**config.mk**
```make
export PLATFORM = sky130hd
export DESIGN_NAME = mbox_ebox_responder
export DESIGN_NICKNAME = d
export VERILOG_FILES = /design/src/rtl/mbox_pkg.sv /design/src/rtl/mbox_timeout_ctr.sv /design/src/rtl/mbox_ebox_responder.sv
export SDC_FILE = /design/constraint.sdc
export NUM_CORES = 1
export LEC_CHECK = 0
export BUFFER_PORTS_ARGS = -buffer_cell sky130_fd_sc_hd__buf_4
export CORE_ASPECT_RATIO = 2
export CORE_MARGIN = 1.5
export CORE_UTILIZATION = 30
export DETAILED_ROUTE_END_ITERATION = 7
export MAX_ROUTING_LAYER = met4
export SLEW_MARGIN = 25
export SYNTH_ARGS = -nofsm -noshare
export SYNTH_HDL_FRONTEND = slang
export SYNTH_SLANG_ARGS = --single-unit
export TNS_END_PERCENT = 100
```
**constraint.sdc**
```tcl
create_clock -name clk -period 4.06 [get_ports clk]
set_clock_uncertainty 0.1 [all_clocks]
set_input_delay 0.203 -clock clk [delete_from_list [all_inputs] [get_ports clk]]
set_output_delay 0.203 -clock clk [all_outputs]
set_load 0.02 [all_outputs]
```
**src/rtl/mbox_pkg.sv**
```systemverilog
// Shared types and default widths for the MBOX EBOX-request responder.
package mbox_pkg;

    localparam int ADDR_W_DEF = 22;
    localparam int WORD_W_DEF = 36;

    typedef enum logic [2:0] {
        ST_IDLE  = 3'd0,
        ST_T0    = 3'd1,
        ST_MEM   = 3'd2,
        ST_DONE  = 3'd3,
        ST_RETRY = 3'd4
    } mbox_state_e;

    typedef logic [WORD_W_DEF-1:0] word_t;

endpackage

```
**src/rtl/mbox_timeout_ctr.sv**
```systemverilog
// Loadable up-counter that saturates at LIMIT-1 and flags terminal count there.
module mbox_timeout_ctr #(
    parameter int LIMIT = 64
) (
    input  logic clk,
    input  logic reset,
    input  logic load,
    input  logic en,
    output logic tc
);

    localparam int CW = (LIMIT > 1) ? $clog2(LIMIT) : 1;

    logic [CW-1:0] cnt_q;
    logic [CW-1:0] cnt_d;

    assign tc = (cnt_q == CW'(LIMIT - 1));

    // Next count: clear on load, advance while enabled until terminal count.
    always_comb begin
        cnt_d = cnt_q;
        if (load) begin
            cnt_d = {CW{1'b0}};
        end else if (en && !tc) begin
            cnt_d = cnt_q + CW'(1);
        end else begin
            cnt_d = cnt_q;
        end
    end

    // Count register.
    always_ff @(posedge clk) begin
        if (reset) begin
            cnt_q <= {CW{1'b0}};
        end else begin
            cnt_q <= cnt_d;
        end
    end

endmodule

```
**src/rtl/mbox_ebox_responder.sv**
```systemverilog
// MBOX responder: accepts EBOX requests, runs one memory cycle each and
// answers with single-cycle T0/retry/page-fail/response/transfer strobes.
module mbox_ebox_responder
    import mbox_pkg::*;
#(
    parameter int ADDR_W    = ADDR_W_DEF,
    parameter int WORD_W    = WORD_W_DEF,
    parameter int TIMEOUT   = 64,
    parameter int MAX_RETRY = 3
) (
    input  logic              clk,
    input  logic              reset,
    input  logic              eboxReqIn,
    input  logic              eboxRead,
    input  logic              eboxWrite,
    input  logic [ADDR_W-1:0] eboxAddr,
    input  logic [WORD_W-1:0] eboxDataIn,
    input  logic              pfFail,
    input  logic              memBusy,
    input  logic              memAck,
    input  logic [WORD_W-1:0] memRData,
    output logic              memReq,
    output logic              memWrite,
    output logic [ADDR_W-1:0] memAddr,
    output logic [WORD_W-1:0] memWData,
    output logic              cshEBOXT0,
    output logic              cshEBOXRetry,
    output logic              pfEBOXHandle,
    output logic              mboxRespIn,
    output logic              mboxXfer,
    output logic [WORD_W-1:0] mboxDataOut,
    output logic              nxmErr
);

    localparam int RCW = (MAX_RETRY > 0) ? $clog2(MAX_RETRY + 1) : 1;

    mbox_state_e       state_q, state_d;
    logic              mem_req_q, mem_req_d;
    logic              mem_write_q, mem_write_d;
    logic [ADDR_W-1:0] mem_addr_q, mem_addr_d;
    logic [WORD_W-1:0] mem_wdata_q, mem_wdata_d;
    logic [WORD_W-1:0] dout_q, dout_d;
    logic              pf_hit_q, pf_hit_d;
    logic [RCW-1:0]    retry_cnt_q, retry_cnt_d;
    logic              t0_q, t0_d;
    logic              retry_q, retry_d;
    logic              pf_handle_q, pf_handle_d;
    logic              resp_q, resp_d;
    logic              xfer_q, xfer_d;
    logic              nxm_q, nxm_d;
    logic              ctr_load_s;
    logic              ctr_en_s;
    logic              ctr_tc_s;

    mbox_timeout_ctr #(
        .LIMIT (TIMEOUT)
    ) u_timeout (
        .clk   (clk),
        .reset (reset),
        .load  (ctr_load_s),
        .en    (ctr_en_s),
        .tc    (ctr_tc_s)
    );

    // Next-state and next-output logic; strobes are set on entry to the state they mark.
    always_comb begin
        state_d     = state_q;
        mem_req_d   = 1'b0;
        mem_write_d = mem_write_q;
        mem_addr_d  = mem_addr_q;
        mem_wdata_d = mem_wdata_q;
        dout_d      = dout_q;
        pf_hit_d    = pf_hit_q;
        retry_cnt_d = retry_cnt_q;
        t0_d        = 1'b0;
        retry_d     = 1'b0;
        pf_handle_d = 1'b0;
        resp_d      = 1'b0;
        xfer_d      = 1'b0;
        nxm_d       = 1'b0;
        ctr_load_s  = 1'b0;
        ctr_en_s    = 1'b0;

        case (state_q)
            ST_IDLE: begin
                if (eboxReqIn && (eboxRead ^ eboxWrite)) begin
                    // Page fail is sampled here so its strobe lines up with T0.
                    state_d     = ST_T0;
                    t0_d        = 1'b1;
                    mem_addr_d  = eboxAddr;
                    mem_wdata_d = eboxDataIn;
                    mem_write_d = eboxWrite;
                    pf_hit_d    = pfFail;
                    pf_handle_d = pfFail;
                end else if (eboxReqIn && eboxRead && eboxWrite) begin
                    state_d = ST_RETRY;
                    retry_d = 1'b1;
                end else begin
                    state_d = ST_IDLE;
                end
            end
            ST_T0: begin
                if (pf_hit_q) begin
                    state_d = ST_IDLE;
                end else if (memBusy) begin
                    state_d = ST_RETRY;
                    if (retry_cnt_q == RCW'(MAX_RETRY)) begin
                        nxm_d       = 1'b1;
                        xfer_d      = 1'b1;
                        retry_cnt_d = {RCW{1'b0}};
                    end else begin
                        retry_d     = 1'b1;
                        retry_cnt_d = retry_cnt_q + RCW'(1);
                    end
                end else begin
                    state_d    = ST_MEM;
                    mem_req_d  = 1'b1;
                    ctr_load_s = 1'b1;
                end
            end
            ST_MEM: begin
                ctr_en_s = 1'b1;
                if (memAck) begin
                    state_d = ST_DONE;
                    xfer_d  = 1'b1;
                    resp_d  = !mem_write_q;
                    if (!mem_write_q) begin
                        dout_d = memRData;
                    end else begin
                        dout_d = dout_q;
                    end
                end else if (ctr_tc_s) begin
                    state_d = ST_DONE;
                    xfer_d  = 1'b1;
                    resp_d  = !mem_write_q;
                    nxm_d   = 1'b1;
                    if (!mem_write_q) begin
                        dout_d = {WORD_W{1'b0}};
                    end else begin
                        dout_d = dout_q;
                    end
                end else begin
                    mem_req_d = 1'b1;
                end
            end
            ST_DONE: begin
                state_d     = ST_IDLE;
                retry_cnt_d = {RCW{1'b0}};
            end
            ST_RETRY: begin
                state_d = ST_IDLE;
            end
            default: begin
                state_d = ST_IDLE;
            end
        endcase
    end

    // State, datapath and strobe registers.
    always_ff @(posedge clk) begin
        if (reset) begin
            state_q     <= ST_IDLE;
            mem_req_q   <= 1'b0;
            mem_write_q <= 1'b0;
            mem_addr_q  <= {ADDR_W{1'b0}};
            mem_wdata_q <= {WORD_W{1'b0}};
            dout_q      <= {WORD_W{1'b0}};
            pf_hit_q    <= 1'b0;
            retry_cnt_q <= {RCW{1'b0}};
            t0_q        <= 1'b0;
            retry_q     <= 1'b0;
            pf_handle_q <= 1'b0;
            resp_q      <= 1'b0;
            xfer_q      <= 1'b0;
            nxm_q       <= 1'b0;
        end else begin
            state_q     <= state_d;
            mem_req_q   <= mem_req_d;
            mem_write_q <= mem_write_d;
            mem_addr_q  <= mem_addr_d;
            mem_wdata_q <= mem_wdata_d;
            dout_q      <= dout_d;
            pf_hit_q    <= pf_hit_d;
            retry_cnt_q <= retry_cnt_d;
            t0_q        <= t0_d;
            retry_q     <= retry_d;
            pf_handle_q <= pf_handle_d;
            resp_q      <= resp_d;
            xfer_q      <= xfer_d;
            nxm_q       <= nxm_d;
        end
    end

    assign memReq       = mem_req_q;
    assign memWrite     = mem_write_q;
    assign memAddr      = mem_addr_q;
    assign memWData     = mem_wdata_q;
    assign cshEBOXT0    = t0_q;
    assign cshEBOXRetry = retry_q;
    assign pfEBOXHandle = pf_handle_q;
    assign mboxRespIn   = resp_q;
    assign mboxXfer     = xfer_q;
    assign mboxDataOut  = dout_q;
    assign nxmErr       = nxm_q;

endmodule

```
-- After elaboration in Yosys (flattened, before gate mapping)
Index checks and enable logic that the tools add are counted.
- register bits after elaboration: 114
- input bits: 102
- output and inout port bits: 102
- word-level logic and storage cells: 85
- $add $sub $neg: 2
- equality and inequality tests: 8
- mux-type cells: 39
- bitwise operators: 5
- reduce and logical (&&, ||, !) cells: 16
- operators with widths (kind ; number):
    $mux W36 ; 4
    $mux W1 ; 20
    $mux W3 ; 6
    $pmux W3 S3 ; 1
    $pmux W1 S2 ; 4
    $add A6 B1 Y6 const B ; 1
    $eq A3 B2 Y1 const B ; 2
    $eq A6 B6 Y1 const B ; 1
    $mux W2 ; 3
    $reduce_and A3 Y1 ; 2
    $reduce_or A2 Y1 ; 3
    $logic_and A1 B1 Y1 ; 4
    $ne A2 B2 Y1 const B ; 2
    $not A1 Y1 ; 4
    $pmux W2 S2 ; 1
    $reduce_bool A2 Y1 ; 2
    $eq A3 B1 Y1 const B ; 1
    $logic_not A3 Y1 ; 1
    $ne A3 B2 Y1 const B ; 1
    $reduce_or A3 Y1 ; 1
    $add A2 B1 Y2 const B ; 1
    $eq A2 B2 Y1 const B ; 1
    $logic_not A1 Y1 ; 2
    $reduce_and A2 Y1 ; 1
    $xor A1 B1 Y1 ; 1

-- Longest topological paths before layout
Gate-level depths: netlist of the first run.
- depth in word-level cells: 5
- mapped depth: 7
- mapped depth without buffers: 4

-- Modules after synthesis
Synthesis of the first run repeated with hierarchy kept, for this count alone.
- cells, all modules: 532
- area, all modules: 4554.4 µm²
- by module, submodules not included (module ; instances ; cells an instance ; area an instance (µm²) ; seq. area each (µm²)):
    mbox_ebox_responder ; 1 ; 500 ; 4261.6 ; 2162.1
    mbox_timeout_ctr ; 1 ; 32 ; 292.8 ; 120.1

-- Least setup slack after synthesis of the first run
No wires, ideal clock.
- path type: register to register
- start: register u_timeout.cnt_q[0]
- end: register dout_q[0] (netlist: mboxDataOut[0])
- setup time: 0.142 ns
- arrival: 1.569 ns
- required time: 3.818 ns
- slack: 2.249 ns
- cell stages (with the launch flop): 8
- path buffers: 3
- clock period less this slack: 1.811 ns
- path through: dfxtp_1 -> ha_1 -> buf_2 -> nand2_1 -> o21bai_1 -> clkbuf_1 -> buf_1 -> a311oi_1
- longest elaborated chain between the ends: 3
- ends and longest elaborated chain (element ; line ; source):
    from (decl) ; mbox_timeout_ctr.sv:14 ; logic [CW-1:0] cnt_q;
    from (signal assigned) ; mbox_timeout_ctr.sv:34 ; cnt_q <= {CW{1'b0}};
    from (signal assigned) ; mbox_timeout_ctr.sv:36 ; cnt_q <= cnt_d;
    $eq A6 B6 Y1 ; mbox_timeout_ctr.sv:17 ; assign tc = (cnt_q == CW'(LIMIT - 1));
    $reduce_bool A2 Y1 (no source line) ; -- ;
    $reduce_and A3 Y1 (no source line) ; -- ;
    to (signal assigned) ; mbox_ebox_responder.sv:167 ; dout_q <= {WORD_W{1'b0}};
    to (signal assigned) ; mbox_ebox_responder.sv:182 ; dout_q <= dout_d;
    to (decl) ; mbox_ebox_responder.sv:42 ; logic [WORD_W-1:0] dout_q, dout_d;
Every way passes these cells.
A chain may end at the register's enable or synchronous reset.

-- Worst setup path in the final report of the first run
- start: register state_q[1]
- end: register dout_q[30] (netlist: mboxDataOut[30])
- longest elaborated chain between the ends: 2
- ends and longest elaborated chain (element ; line ; source):
    from (decl) ; mbox_ebox_responder.sv:37 ; mbox_state_e state_q, state_d;
    from (signal assigned) ; mbox_ebox_responder.sv:177 ; state_q <= state_d;
    $eq A3 B2 Y1 ; mbox_ebox_responder.sv:84 ; case (state_q)
    $reduce_and A3 Y1 (no source line) ; -- ;
Every way passes these cells.

==> run summary, run 1 <==
wire length per cell - 15.3 µm
post-synthesis async set-or-reset flop share - 0
worst reg2reg path depth - 4
Least-Margin Pin Slew - 821 ps
H-tree depth - 4
syn_nets - 650
RSZ-0062 raised after global routing - no
combinational fraction of design power - 0.159
fmax - 0.445 GHz
CTS tree - built
Die ar. - 16,400 µm²
Flop pwr share - 0.379
CP Capture Type - flop
EDFF count, synth - 0
CP Depth - 4
Post-Place Worst Slack - 1820 ps
Worst-path clk slew - 50 ps
largest net degree at the start of global routing - 111
placer congestion estimate - 0.776
Buffers on Ports - 203
Post-DP Area - 6280 µm²
post-CTS setup buffers - 0
root buf cell - clkbuf_16
GR Util All Layers - 0.188
max cap viols - 0
VDD IR max - 0.310 mV
routed vias - 5,277
WHS - 23.5 ps
# diodes - 0
Synth Cell Area - 4680 µm²
CTS Sinks - 114
normalized max-slew margin - 0.453
# rows - 64
Routed Antenna Nets - 0
Resize count post-CTS - 0
Area Overhead vs Synth - 66.9%
Post-Synthesis Cells - 546
worst skew pair latency - 400 ps
status - complete, no violations
DIE HEIGHT - 180 µm
synthesized area per cell - 8.58 µm²
Initial Util - 0.306
Worst setup SP type - flop
Top Family by Delay on Critical Path - flip-flops
vias per cell - 5.20
hold-fix buffers at CTS - 94
Leak Pwr - 3.09 nW
post-route DRC violation count - 0
setup ws final - 1810 ps
# fillers - 1,373
final wirelength - 15,500 µm
Pwr per Cell Area - 404 nW/µm²
DRT Pass-1 Iters - 4
Sw Ratio - 0.268
Clock Power Share - 0.462
P_int - 2.31 mW
first-pass GRT wire length - 24,900 µm
Reg area - 2280 µm²
Hold Path Cell Cnt - 3
final period utilization - 0.554
share of post-route cells with drive strength above 1 - 0.305
CP max stage delay - 630 ps
CTS buffer count - 17
fin area - 7820 µm²
Synth Warn # - 0
Yosys cell types - 41
min cycle time layout - 2250 ps
Placed Cells - 889
post-route insts no fill - 1,015
total global routing overflow - 0
Die X-Extent - 91.4 µm
Initial DRC Count - 194
sequential area share after synthesis - 0.487
total power - 3.16 mW
Core Area - 15,300 µm²
IO Pins - 204
max-slew violation count - 0
Setup TNS - 0 ps
Final Hold Fails - 0
Final setup viols - 0
switching pwr - 0.848 mW
critical path class - reg2reg
Clock Path Buffers - 2
Required @ worst endpoint - 4250 ps
vias in the first global route - 5,158
initial antenna violation count - 0
area occupied by multi-input gates - 2180 µm²
utilization after layout - 0.511
HPWL Detailed - 9960 µm
Buf/Inv on CP - 1
main flop type after synthesis - dfxtp_1
flops & latches, synth - 114
CP max FO - 72
slowest stage cell, crit path - dfxtp_1
Nets - 908
endpoint arrival time on the critical path - 2440 ps
min-delay worst type - in2reg
critical path, cell by cell - nor4b_2 > buf_4 > a31oi_1 > a311oi_1
## power groups by stage
| stage | sequential, mW | combinational, mW | clock, mW |
|---|---|---|---|
| detailed placement | 1.22 | 0.427 | 0 |
| floorplan | 1.26 | 0.187 | 0 |
| global route | 1.20 | 0.542 | 1.56 |
| global placement | 1.22 | 0.417 | 0 |
| CTS | 1.20 | 0.500 | 1.50 |
| finish | 1.20 | 0.503 | 1.46 |
## worst paths after layout
kind / slack, ps / end / start
worst max-delay path: 1810 / mboxDataOut[30] / state_q[1]
worst min-delay path: 20 / mboxDataOut[30] / memRData[30]
worst max register to register: 1810 / mboxDataOut[30] / state_q[1]
worst min register to register: 380 / memWData[16] / memWData[16]
## cell type report
type,instances,share of cell area
clock inverter,14,0.0200
tap,198,0.0317
clock buffer,18,0.0549
timing repair buffer,303,0.322
inverter,2,0.000960
multi-input combinational,366,0.279
sequential,114,0.292
## registers in the layout, summed over array words and instances (netlist names)
register,count
cshEBOXT0,1
cshEBOXRetry,1
mboxRespIn,1
u_timeout.cnt_q,6
mboxXfer,1
mboxDataOut,36
memWrite,1
pf_hit_q,1
nxmErr,1
memAddr,22
memWData,36
state_q,3
pfEBOXHandle,1
memReq,1
retry_cnt_q,2
## synthesized netlist by cell type (3+ instances only)
library cell	n	share of area
buf_2	11	0.012
dfxtp_1	114	0.49
a31oi_1	38	0.051
o21ai_1	11	0.012
a21oi_1	67	0.072
buf_4	4	0.0064
mux2i_1	3	0.0064
nor2b_1	4	0.0053
buf_1	4	0.0032
nor2_1	3	0.0024
nor4b_1	3	0.0056
o21ai_0	58	0.062
clkbuf_1	45	0.036
nand3_1	66	0.071
a311oi_1	38	0.071
nand2_1	42	0.034
## logic make-up after synthesis
logic type | after synthesis | share of synthesized area
adders and majority gates | 2 | 0.00534
and+or+nand+nor | 138 | 0.152
muxes | 3 | 0.00641
AOI/OAI and AO/OA | 221 | 0.286
buffers and inverters | 66 | 0.0590
DFF | 114 | 0.487
xor gates and xnor gates | 2 | 0.00374
## layout by cell type, fill, tap and decap left out, types with 11 or more instances in the layout
master           n
nand3_1         66
nand2_1         42
buf_4          208
o21ai_1         11
dfxtp_1        114
a21oi_1         67
o21ai_0         58
clkbuf_16       17
a31oi_1         38
a311oi_1        38
dlygate4sd3_1   94
## tightest hold or removal path, cell delays in order
cell and delay, ps:
buf_4 110, nand2_1 50, a311oi_1 100
## metal layers
layer | up-vias | part of all wire | GRT usage
met2 | 213 | 0.54 | 0.343
met4 | 0 | 0.0096 | 0.0550
met5 | - | 0 | -
li1 | 2562 | - | -
met3 | 13 | 0.051 | 0.0317
met1 | 2489 | 0.40 | 0.206
Note: power is estimated with default switching activity, not from simulation.
==> run 2, diff against run 1 <==
clock period = 1.8 ns   (was 4.06 ns; I/O delays follow)
==> run 2 against run 1 <==
  * Wire length is 11% higher
  * Via count rose by 3.6%
  * Die area stayed put
  * Largest power group unchanged
  * First-iteration DRC count grew 17%
  * Clock power grew 140%
  * Critical endpoint is now cshEBOXRetry
  * Maximum frequency grew 28%
  * Worst setup slack worse by 1800 ps
  * Non-clock buffer count grew 43
  * Largest cell class unchanged
  * Utilization up 3.3 points
  * Global-route usage rose by 1.5 points
==> run summary, run 2 (same netlist as run 1, synthesis figures left out) <==
status - complete, no violations
DRT Pass-1 Iters - 5
Placed Cells - 910
post-route insts no fill - 1,058
CP max stage delay - 550 ps
Pwr per Cell Area - 897 nW/µm²
normalized max-slew margin - 0.595
# diodes - 0
# rows - 64
Worst-path clk slew - 50 ps
slowest stage cell, crit path - or4b_4
RSZ-0062 raised after global routing - no
share of post-route cells with drive strength above 1 - 0.326
Hold Crit Start - eboxRead
IO Pins - 204
GR Util All Layers - 0.204
combinational fraction of design power - 0.173
CP Capture Type - flop
Area Overhead vs Synth - 77.6%
max-slew violation count - 0
Required @ worst endpoint - 1990 ps
worst skew pair latency - 400 ps
reg-to-reg critical path startpoint - state_q[2]
WHS - 22.7 ps
Die ar. - 16,400 µm²
Worst setup SP type - flop
Least-Margin Pin Slew - 607 ps
Setup TNS - 0 ps
DIE HEIGHT - 180 µm
H-tree depth - 4
Flop pwr share - 0.361
Initial DRC Count - 227
fmax - 0.570 GHz
routed vias - 5,465
Core Area - 15,300 µm²
CP max FO - 5
Sw Ratio - 0.261
Buffers on Ports - 203
Final setup viols - 0
CTS Sinks - 114
critical path class - reg2reg
first-pass GRT wire length - 26,600 µm
most frequent cells in the layout - buf_4 (226), dfxtp_1 (111), dlygate4sd3_1 (110)
critical path, cell by cell - or4b_4 > or3_4 > a2111oi_4
switching pwr - 1.95 mW
endpoint arrival time on the critical path - 1940 ps
post-route DRC violation count - 0
max cap viols - 0
Nets - 951
Initial Util - 0.306
VDD IR max - 0.540 mV
final wirelength - 17,100 µm
largest net degree at the start of global routing - 62
min-delay worst type - in2reg
Routed Antenna Nets - 0
Die X-Extent - 91.4 µm
total global routing overflow - 0
CTS tree - built
final period utilization - 0.974
root buf cell - clkbuf_16
initial antenna violation count - 0
Worst setup startpoint - state_q[2]
most common cell after layout, fill and taps aside - buf_4
vias in the first global route - 5,415
min cycle time layout - 1750 ps
Final Hold Fails - 0
Clock Path Buffers - 2
P_int - 5.51 mW
HPWL Detailed - 10,400 µm
placer congestion estimate - 0.811
Leak Pwr - 3.34 nW
total power - 7.46 mW
wire length per cell - 16.2 µm
vias per cell - 5.17
Clock Power Share - 0.466
CTS buffer count - 17
-- run 2: cell types whose count changed in the layout (fill, tap and decap cells not counted), moves of 3 or more --
cell | before | now
dlygate4sd3_1 | 94 | 110
buf_4 | 208 | 226
dfxtp_2 | 0 | 3
dfxtp_1 | 114 | 111
buf_12 | 0 | 5
-- run 2: final timing paths --
check            endpoint  slack (ps)  cells past startpoint
max          cshEBOXRetry          50                      3
min reg2reg  memWData[35]         370                      2
min              memWrite          20                      4
max reg2reg  cshEBOXRetry          50                      3
-- run 2: area by class of cell --
type                            count  area (µm²)
Timing Repair Buffer              346        2990
Fill cell                        1321        6980
Clock inverter                     12         156
Multi-Input combinational cell    366        2170
Sequential cell                   114        2290
Inverter                            2        7.51
Clock buffer                       20         457
Tap cell                          198         248
-- run 2: routing by layer --
layer | GRT usage | share of wire | wire (µm) | up-vias
li1 | - | - | - | 2649
met1 | 0.218 | 0.38 | 6570 | 2570
met2 | 0.365 | 0.54 | 9270 | 222
met3 | 0.0385 | 0.056 | 961 | 24
met4 | 0.0775 | 0.019 | 332 | 0
met5 | - | 0 | 0 | -
-- run 2: what timing repair did --
| action | CTS | global route |
|---|---|---|
| buffers inserted | 0 | 3 |
| hold buffers | 110 | 0 |
| endpoints found under the hold margin | 104 | 0 |
| cloned | 1 | 2 |
| gates resized for setup | 1 | 7 |
| pin swaps | 1 | 7 |
| endpoints found under the setup margin | 3 | 39 |
-- run 2: power by group through the flow --
stage / Combinational [mW] / Clock (mW) / Sequential [mW]
after floorplan: 0.422 / 0 / 2.85
after global placement: 1.02 / 0 / 2.74
after detailed placement: 1.04 / 0 / 2.74
after CTS: 1.25 / 3.57 / 2.69
after global routing: 1.38 / 3.69 / 2.70
final: 1.29 / 3.48 / 2.69
-- run 2: through the flow --
step / util / cell area [µm²] / worst slack (ps)
finish: 0.544 / 8320 / 46.4
CTS: 0.540 / 8260 / 16.1
global route: 0.544 / 8320 / 1.25
floorplan: - / 4690 / 64.2
detailed placement: 0.426 / 6510 / -11.1
global placement: 0.426 / 6510 / 51.7
-- run 2: critical path: cells and delay by family, from the launching register on --
kind	cells	cell delay (ps)
AND/OR/NAND/NOR	2	900
AO/OA/AOI/OAI	1	290
flip-flops	1	340
==> run 3, diff against run 2 <==
--- a/config.mk
+++ b/config.mk
@@ -12,4 +12,5 @@
 export DETAILED_ROUTE_END_ITERATION = 7
 export MAX_ROUTING_LAYER = met4
+export REMOVE_ABC_BUFFERS = 1
 export SLEW_MARGIN = 25
 export SYNTH_ARGS = -nofsm -noshare
==> constraint.sdc (replaced) <==
create_clock -name clk -period 1.8 [get_ports clk]
set_clock_uncertainty 0.1 [all_clocks]
set_input_delay 0.18 -clock clk [delete_from_list [all_inputs] [get_ports clk]]
set_output_delay 0.18 -clock clk [all_outputs]
set_load 0.02 [all_outputs]
==> run 3 against run 2 <==
  * Utilization down 0.79 points
  * Combinational power about the same
  * Critical path depth up 4
  * Via count up 1.4%
  * Hold slack worse by 6.7 ps
  * Wire length up 3.6%
  * Die area unchanged
  * Sequential power about the same
  * Non-clock buffer count down 8
  * Clock-buffer cell count down 1
  * Sequential share of layout area up 0.39 points
  * Worst setup slack worse by 19 ps
  * Highest routed layer unchanged
==> run summary, run 3 (same netlist as run 1, synthesis figures left out) <==
Post-Place Worst Slack - -14.4 ps
Pwr per Cell Area - 867 nW/µm²
slowest stage cell, crit path - dfxtp_1
FF-to-FF setup slack - 30 ps
Hold Path Cell Cnt - 3
CTS buffer count - 17
CTS Sinks - 114
total global routing overflow - 0
share of post-route cells with drive strength above 1 - 0.340
Nets - 943
final period utilization - 0.985
placer congestion estimate - 0.841
HPWL Detailed - 11,200 µm
Sw Ratio - 0.272
routed vias - 5,542
Worst setup SP type - flop
Setup TNS - 0 ps
RSZ-0062 raised after global routing - yes
utilization after layout - 0.536
# diodes - 0
endpoint arrival time on the critical path - 1980 ps
critical path class - reg2reg
Top Family by Delay on Critical Path - buffers and inverters
final wirelength - 17,800 µm
IO Pins - 204
P_int - 5.18 mW
initial antenna violation count - 0
Area Overhead vs Synth - 75.0%
Worst-path clk slew - 60 ps
Buffers on Ports - 203
DRT Pass-1 Iters - 4
DIE HEIGHT - 180 µm
Die X-Extent - 91.4 µm
GR Util All Layers - 0.216
critical path, cell by cell - buf_4 > nor4b_4 > buf_4 > buf_4 > buf_12 > a31oi_1 > a311oi_1
CP max stage delay - 340 ps
max-slew violation count - 0
fmax - 0.564 GHz
normalized max-slew margin - 0.663
setup ws final - 26.9 ps
worst skew pair latency - 400 ps
switching pwr - 1.93 mW
combinational fraction of design power - 0.181
vias in the first global route - 5,545
max cap viols - 0
CP Depth - 7
Final Hold Fails - 0
CTS tree - built
Final setup viols - 0
FF-to-FF End - mboxDataOut[10]
min-delay worst type - in2reg
first-pass GRT wire length - 27,400 µm
# fillers - 1,317
CP max FO - 18
worst reg2reg path depth - 7
Leak Pwr - 3.30 nW
Required @ worst endpoint - 2010 ps
most frequent CP cell - buf_4
Flop pwr share - 0.379
wire length per cell - 16.9 µm
min cycle time layout - 1770 ps
VDD IR max - 0.653 mV
largest net degree at the start of global routing - 51
Initial Util - 0.306
Die ar. - 16,400 µm²
post-route DRC violation count - 0
Least-Margin Pin Slew - 504 ps
Clock Power Share - 0.440
# rows - 64
Core Area - 15,300 µm²
Routed Antenna Nets - 0
most frequent cells in the layout - buf_4 (230), dfxtp_1 (112), dlygate4sd3_1 (95)
vias per cell - 5.28
Clock Path Buffers - 2
CP Capture Type - flop
Hold Crit Start - eboxWrite
most common cell after layout, fill and taps aside - buf_4
root buf cell - clkbuf_16
reg-to-reg critical path startpoint - state_q[0]
H-tree depth - 4
status - complete, no violations
Initial DRC Count - 255
Buf/Inv on CP - 4
Min-Delay Endpoint - memWrite
[run 3: stage by stage]
| step | cell area (µm²) | power (mW) | hold WS (ps) | std cells |
|---|---|---|---|---|
| after global routing | 8200 | 7.41 | 11.5 | 1049 |
| final | 8200 | 7.11 | 16.0 | 1049 |
| after floorplan | 4410 | 3.17 | 144 | 482 |
| after CTS | 8070 | 7.13 | 2.18 | 1042 |
| after detailed placement | 6530 | 3.81 | 350 | 914 |
| after global placement | 6530 | 3.78 | 346 | 914 |
[run 3: worst min-delay path: stages]
cell and delay, ps:
buf_4 150, nand3_1 70, a21oi_1 60
[run 3: per-layer routing]
layer	track usage	vias to the layer above	share of wire
met5	-	-	0
met4	0.121	0	0.047
met3	0.0436	59	0.047
met2	0.390	227	0.55
met1	0.209	2622	0.35
li1	-	2634	-
[run 3: cell type report]
class | count | area (µm²) | area share
multi-input combinational | 366 | 2200 | 0.268
clock buffer | 19 | 443 | 0.0540
sequential | 114 | 2280 | 0.279
tap | 198 | 248 | 0.0302
timing repair buffer | 338 | 2900 | 0.354
clock inverter | 12 | 110 | 0.0134
inverter | 2 | 7.51 | 0.000916
[run 3: how the worst max path moves through the flow]
| stage | slack, ps | endpoint | startpoint |
|---|---|---|---|
| 3_5_place_dp | -10 | memWrite | state_q[2] |
| 4_1_cts | -20 | memAddr[9] | state_q[2] |
| 6_report | 30 | mboxDataOut[10] | state_q[0] |
| 3_3_place_gp | 30 | retry_cnt_q[0] | state_q[2] |
| 2_1_floorplan | -5090 | mboxDataOut[0] | state_q[1] |
| 5_1_grt | -7 | retry_cnt_q[0] | state_q[2] |
[run 3: timing repair]
action                     CTS  global route
cloned                       1             3
setup endpoints to repair   21            90
gates resized for setup      2            22
hold buffers                95             0
hold endpoints to repair    96             0
pin swaps                    1             5
buffers inserted             1             4
[run 3: power groups by stage]
stage,Clock [mW],Combinational [mW],Sequential [mW]
after global placement,0,1.05,2.74
after detailed placement,0,1.06,2.74
after floorplan,0,0.316,2.85
after global routing,3.33,1.38,2.70
final,3.13,1.29,2.69
after CTS,3.20,1.24,2.69
